[src/rtl/dmem_mmio.sv]
// Data memory for the single-cycle core: word RAM plus an MMIO page holding a TX byte FIFO
// and an optional compare timer (enabled by defining DMEM_MMIO_TIMER_EN).
module dmem_mmio #(
    parameter int RAM_WORDS  = 64,
    parameter int FIFO_DEPTH = 8
) (
    input  logic        clk,
    input  logic        reset,
    input  logic        memwrite,
    input  logic [31:0] addr,
    input  logic [31:0] writedata,
    output logic [31:0] readdata,
    output logic [7:0]  tx_data,
    output logic        tx_valid,
    input  logic        tx_ready,
    output logic        irq
);
    localparam int RAM_AW  = $clog2(RAM_WORDS);
    localparam int FIFO_AW = $clog2(FIFO_DEPTH);
    localparam logic [FIFO_AW:0] OCC_FULL = (FIFO_AW + 1)'(FIFO_DEPTH);

    localparam logic [7:0] OFF_TXDATA = 8'h00;
    localparam logic [7:0] OFF_STATUS = 8'h04;
    localparam logic [7:0] OFF_COUNT  = 8'h08;
    localparam logic [7:0] OFF_CMP    = 8'h0C;

    logic              mmio_sel;
    logic [7:0]        offset;
    logic [RAM_AW-1:0] ram_index;
    logic              wr_txdata;
    logic              wr_status;
    logic              unused_addr_bits;

    assign mmio_sel         = (addr[31:16] == 16'hFFFF);
    assign offset           = addr[7:0];
    assign ram_index        = addr[RAM_AW+1:2];
    assign wr_txdata        = memwrite && mmio_sel && (offset == OFF_TXDATA);
    assign wr_status        = memwrite && mmio_sel && (offset == OFF_STATUS);
    assign unused_addr_bits = ^addr[15:8];

    // Word RAM: asynchronous read, no reset of contents.
    logic [31:0] ram [RAM_WORDS];

    always_ff @(posedge clk) begin
        if (!reset && memwrite && !mmio_sel) begin
            ram[ram_index] <= writedata;
        end
    end

    // TX FIFO
    logic [7:0]         fifo_mem [FIFO_DEPTH];
    logic [FIFO_AW-1:0] wr_ptr_reg;
    logic [FIFO_AW-1:0] rd_ptr_reg;
    logic [FIFO_AW:0]   occ_reg;
    logic [FIFO_AW:0]   occ_next;
    logic               overflow_reg;
    logic               empty;
    logic               full;
    logic               pop;
    logic               push;
    logic               overflow_set;

    assign empty        = (occ_reg == '0);
    assign full         = (occ_reg == OCC_FULL);
    assign tx_valid     = !empty;
    assign tx_data      = tx_valid ? fifo_mem[rd_ptr_reg] : 8'h00;
    assign pop          = tx_valid && tx_ready;
    // A pop in the same cycle frees the slot, so a store to a full FIFO still lands.
    assign push         = wr_txdata && (!full || pop);
    assign overflow_set = wr_txdata && full && !pop;

    always_comb begin
        occ_next = occ_reg;
        case ({push, pop})
            2'b10:   occ_next = occ_reg + 1'b1;
            2'b01:   occ_next = occ_reg - 1'b1;
            default: occ_next = occ_reg;
        endcase
    end

    always_ff @(posedge clk) begin
        if (!reset && push) begin
            fifo_mem[wr_ptr_reg] <= writedata[7:0];
        end
    end

    always_ff @(posedge clk) begin
        if (reset) begin
            wr_ptr_reg   <= '0;
            rd_ptr_reg   <= '0;
            occ_reg      <= '0;
            overflow_reg <= 1'b0;
        end else begin
            if (push) begin
                wr_ptr_reg <= wr_ptr_reg + 1'b1;
            end
            if (pop) begin
                rd_ptr_reg <= rd_ptr_reg + 1'b1;
            end
            occ_reg <= occ_next;
            if (overflow_set) begin
                overflow_reg <= 1'b1;
            end else if (wr_status && writedata[3]) begin
                overflow_reg <= 1'b0;
            end
        end
    end

    logic [31:0] timer_count;
    logic [31:0] timer_cmp;
    logic        irq_pending;

`ifdef DMEM_MMIO_TIMER_EN
    logic [31:0] count_reg;
    logic [31:0] cmp_reg;
    logic        irq_pending_reg;
    logic        wr_count;
    logic        wr_cmp;
    logic        match;

    assign wr_count = memwrite && mmio_sel && (offset == OFF_COUNT);
    assign wr_cmp   = memwrite && mmio_sel && (offset == OFF_CMP);
    assign match    = (cmp_reg != 32'd0) && (count_reg == cmp_reg);

    always_ff @(posedge clk) begin
        if (reset) begin
            count_reg       <= 32'd0;
            cmp_reg         <= 32'd0;
            irq_pending_reg <= 1'b0;
        end else begin
            count_reg <= wr_count ? writedata : count_reg + 32'd1;
            if (wr_cmp) begin
                cmp_reg <= writedata;
            end
            // A match outranks a simultaneous software clear.
            if (match) begin
                irq_pending_reg <= 1'b1;
            end else if (wr_status && writedata[2]) begin
                irq_pending_reg <= 1'b0;
            end
        end
    end

    assign timer_count = count_reg;
    assign timer_cmp   = cmp_reg;
    assign irq_pending = irq_pending_reg;
`else
    assign timer_count = 32'd0;
    assign timer_cmp   = 32'd0;
    assign irq_pending = 1'b0;
`endif

    assign irq = irq_pending;

    always_comb begin
        readdata = 32'd0;
        if (mmio_sel) begin
            case (offset)
                OFF_STATUS: readdata = {28'd0, overflow_reg, irq_pending, full, empty};
                OFF_COUNT:  readdata = timer_count;
                OFF_CMP:    readdata = timer_cmp;
                default:    readdata = 32'd0;
            endcase
        end else begin
            readdata = ram[ram_index];
        end
    end
endmodule

[config.mk]
export PLATFORM = sky130hd
export DESIGN_NAME = dmem_mmio
export DESIGN_NICKNAME = d
export VERILOG_FILES = /design/src/rtl/dmem_mmio.sv
export SDC_FILE = /design/constraint.sdc
export NUM_CORES = 2
export LEC_CHECK = 0
export ABC_AREA = 1
export BUFFER_PORTS_ARGS = -buffer_cell sky130_fd_sc_hd__buf_2
export CORE_ASPECT_RATIO = 1.2
export CORE_UTILIZATION = 45
export DETAILED_ROUTE_END_ITERATION = 12
export GPL_TIMING_DRIVEN = 0
export PLACE_DENSITY = 0.58
export SLEW_MARGIN = 10
export SYNTH_ARGS = -nofsm -noshare
export SYNTH_HDL_FRONTEND = slang
export SYNTH_SLANG_ARGS = --single-unit
[constraint.sdc]
create_clock -name clk -period 6.15 [get_ports clk]
set_clock_uncertainty 0.2 [all_clocks]
set_input_delay 0.3075 -clock clk [delete_from_list [all_inputs] [get_ports clk]]
set_output_delay 0.3075 -clock clk [all_outputs]
set_load 0.05 [all_outputs]
* Yosys cells after proc, flatten, opt, wreduce, memory -nomap -nowiden
Memories as Yosys holds them, arrays and structs flattened. A register that Yosys moved wholly into a read port is not among the register bits. Index checks and enable logic that the tools add are counted.
Storage, ports and cells: input bits 68, bits in registers 11, memories kept 2, bits in writable memories 2112
Memory list:
- ram | depth 64, bits a word 32, read ports 1, clocked after memory_dff 0, wr ports 1, line 42 | logic [31:0] ram [RAM_WORDS];
- fifo_mem | depth 8, bits a word 8, read ports 1, clocked after memory_dff 1, wr ports 1, line 51 | logic [7:0] fifo_mem [FIFO_DEPTH];
Operators by class: $add $sub $neg 4, reductions and logical operators 21, multiplexer cells 12, equal/unequal tests 5
Operators by type and width (number):
- $mux W32 | 1
- $eq A16 B16 Y1 const B | 1
- $logic_and A1 B1 Y1 | 11
- $eq A8 B3 Y1 const B | 1
- $logic_not A8 Y1 | 1
- $mux W8 | 1
- $pmux W4 S2 | 1
- $add A3 B1 Y3 const B | 2
- $mux W1 | 6
- $mux W3 | 2
- $logic_not A1 Y1 | 5
- $add A4 B1 Y4 const B | 1
- $eq A4 B4 Y1 const B | 1
- $logic_not A4 Y1 | 1
- $mux W4 | 1
- $reduce_bool A2 Y1 | 2
- $sub A4 B1 Y4 const B | 1
- $eq A2 B1 Y1 const B | 1
- $eq A2 B2 Y1 const B | 1
- $logic_or A1 B1 Y1 | 1

* Logic depth before layout (Yosys ltp)
depth in word-level cells 8, depth in mapped cells 19, depth with buffers taken out 17

* Worst setup path after synthesis
Ideal clock, no wire load.
path kind input to register, from input port addr[2], to memory ram[10][0] (enable), cell stages on the path 8, path buffers 5, path slack 2718 ps, arrival 2811 ps, setup time 421 ps, cells stage by stage buf_4 > inv_2 > buf_6 > buf_4 > buf_4 > buf_2 > nand4_1 > nor2_1
RTL lines:
- from (decl) | line 10 | input logic [31:0] addr,
- to (decl) | line 42
Straight into the memory's write port.

* Worst setup path after layout
from input port addr[2], to output port readdata[25]
On the way: longest elaborated chain between the ends 2
RTL lines:
- $mem_v2 Z64 W32
- $mux W32 | line 157 | if (mmio_sel) begin
- to (decl) | line 12 | output logic [31:0] readdata,
Every way passes these cells.

==> flow_metrics.tcl <==
set metrics [dict create \
    outcome "finished, violations left" \
    violations "design-rule violations, max-capacitance violations, max-slew violations" \
    drc 2 \
    crit_chain "buf_4 -> inv_2 -> buf_6 -> nor2_8 -> buf_2 -> buf_2 -> nand2_1 -> nand3_1 -> nand3_1 -> nand2_1 -> nand2_1 -> nand2_1 -> nor2_1 -> nor2_1 -> buf_2" \
    drive_gt1_frac 0.120 \
    drt_iter0_markers 12900 \
    dpl_cell_area_sq_mm 0.0913 \
    cts_buffers 201 \
    dieWidth_um 395 \
    crit_top_cell "nand2_1" \
    syn-mean-instance-area_sq_um 12.9 \
    tritoncts "done" \
    dieArea_sq_mm 0.187 \
    min_period_ns 5.38 \
    rsz0062_at_grt "false" \
    hp-start "writedata[27]" \
    start_util 0.454 \
    hold_depth 1 \
    grt_pass1_wl_um 503000 \
    root_buffer "clkbuf_16" \
    multi_input_area_sq_mm 0.0178 \
    place_congestion 1.02 \
    cp_max_fo 10 \
    fillers 15300 \
    die_y_um 473 \
    synth-seq-cells 2126 \
    critPathKind "in -> out" \
    synth_ff_type "edfxtp_1" \
    clk_pin_slew_ns 0.06 \
    syn_inst 6459 \
    yosys-top-cells-area "edfxtp_1, nand2_1, nor2_1" \
    rows 172 \
    clk-insertion-delay-late_ns 0.88 \
    setup_tns_ns 0 \
    num_vias 62200 \
    fin_hold_ws_ns 0.0402 \
    synth_edf_count 2112 \
    report.final.setup_viol 0 \
    avgRoutedWirePerCell_um 40.1 \
    timing.rr.start "occ_reg[0]$_SDFFE_PP0P_" \
    yosys.area.top_type "edfxtp_1" \
    antenna_found_initial 37 \
    cts_max_level 4 \
    seq_area_frac_synth 0.765 \
    tightest_slew_ns 1.52 \
    cts_max_path_buffers 3 \
    ys_async_sr_fraction 0 \
    clock-sinks 2126 \
    final_cells 9593 \
    grt_pass1_vias 56500 \
    place_hpwl_um 269000 \
    nets 7044 \
    syn_area_sq_mm 0.0833 \
    postLayoutCellArea_sq_mm 0.0980 \
    relSlewSlack -0.0112 \
    finalHoldViolations 0 \
    p_leak_uw 0.0328 \
    reg2reg_depth 8 \
    portBuffers 96 \
    area.sequential_sq_mm 0.0637 \
    num_io_pins 110 \
    fmax_mhz 186 \
    crit_path_end_kind "output pin" \
    cts_resized 0 \
    ir_worst_vdd_mv 0.226 \
    synth_fp_nets 6532 \
    crit_path_max_incr_delay_ns 0.71 \
    area.growth.synth_to_final_pct 17.7 \
    power_density_mw_per_mm2 313 \
    worstHoldPathType "in -> reg" \
    timing.final.max_slew_violations 11 \
    synth.most_common_cell "edfxtp_1" \
    max_cap_violations 2 \
    yosys.cell_types.count 32 \
    reg2reg_setup_slack_ns 3.39 \
    dp.cells 9161 \
    cp.required_ns 5.64 \
    crit_path_top_delay_cell "buf_2" \
    drt_wl_total_um 385000 \
    viasPerCell 6.49 \
    synth_top_area_share 0.762 \
    synth_commonest_cells "edfxtp_1, nand2_1, nor2_1" \
    grt_max_degree 74 \
    largest_reg_flops 2048 \
    drtAntennaViolNets 0 \
    synth_warnings 0 \
    core_sq_mm 0.183 \
    period_share 0.875 \
    holdPathEnd "ram[58][27]$_DFFE_PP_" \
    worst-endpoint-arrival_ns 4.88 \
    reg2reg_to "fifo_mem[7][1]$_DFFE_PP_" \
    grt_overflow 0 \
    first_pass_iters 12 \
    worst_setup_path_start_kind "primary input" \
    fin_util 0.534 \
    track_usage 0.406 \
]
[critical path: cells and delay by family]
kind,cells,cell delay [ns]
buffers and inverters,6,2.47
and+or+nand+nor,9,1.99
[cell type report]
class                   count  area share
inverters                 122     0.00467
well taps                2436      0.0311
multi-input cells        3826       0.182
repair buffers            309      0.0499
plain buffers             385      0.0186
flip-flops and latches   2126       0.650
clock inverters           113     0.00908
clock buffers             260      0.0545
diodes                     16    0.000409
[worst max path at each step]
stage	startpoint	end	slack, ns	cells past startpoint
final	addr[2]	readdata[25]	0.77	15
after global routing	addr[2]	readdata[29]	0.97	15
after CTS	addr[31]	ram[11][12]$_DFFE_PP_	1.01	11
after detailed placement	addr[5]	ram[63][21]$_DFFE_PP_	1.06	9
after global placement	addr[5]	ram[61][17]$_DFFE_PP_	-2.76	6
after floorplan	addr[2]	ram[10][0]$_DFFE_PP_	2.72	8
[power by group]
group	internal (uW)	switching, uW
clock network	6550	5620
registers	16000	12.1
logic	475	1990
[cells in the final DEF, fill, tap and decap left out, types with 2 or more instances in the layout]
cell type / n
edfxtp_1: 2112
clkbuf_1: 162
buf_12: 101
clkbuf_16: 204
o211ai_1: 204
buf_6: 5
clkinv_2: 39
ha_1: 4
bufinv_16: 10
buf_1: 37
nand2_1: 1396
buf_16: 68
nand3_1: 327
o22ai_1: 8
inv_1: 113
clkbuf_8: 2
inv_2: 6
nor2_1: 796
clkinv_1: 53
inv_16: 3
buf_4: 51
nand3b_1: 10
buf_2: 270
nand2_2: 2
o21ai_0: 470
diode_2: 16
a21oi_1: 245
nor2_2: 7
clkbuf_2: 12
o21ai_1: 4
a31oi_1: 9
dfxtp_1: 14
inv_6: 4
clkinv_8: 4
dlygate4sd3_1: 42
nor2_4: 66
nand4_1: 271
[logic make-up after synthesis]
group,share of synthesized area
other,0.0000450
XOR/XNOR,0.000105
AND/OR/NAND/NOR,0.144
flip-flops,0.765
buffers and inverters,0.0271
AO/OA/AOI/OAI,0.0630
adder cells (fa/ha/maj),0.000842
[routing by layer]
layer / GRT usage / up-vias / part of all wire
met5: 0 / - / 0.00033
met4: 0.310 / 18 / 0.093
met3: 0.145 / 1439 / 0.15
met2: 0.587 / 5823 / 0.42
met1: 0.500 / 30500 / 0.33
li1: - / 24400 / -
[metrics by stage]
stage / setup WS [ns] / total power, uW
CTS: 1.01 / 30400
floorplan: 2.72 / 17200
finish: 0.766 / 30600
global placement: -2.76 / 18500
detailed placement: 1.06 / 18600
global route: 0.968 / 31000
[repair_timing]
item                       CTS  global route
setup buffers                0             0
hold endpoints to repair  1985             0
hold buffers                42             0
(Power assumes the default switching activity.)
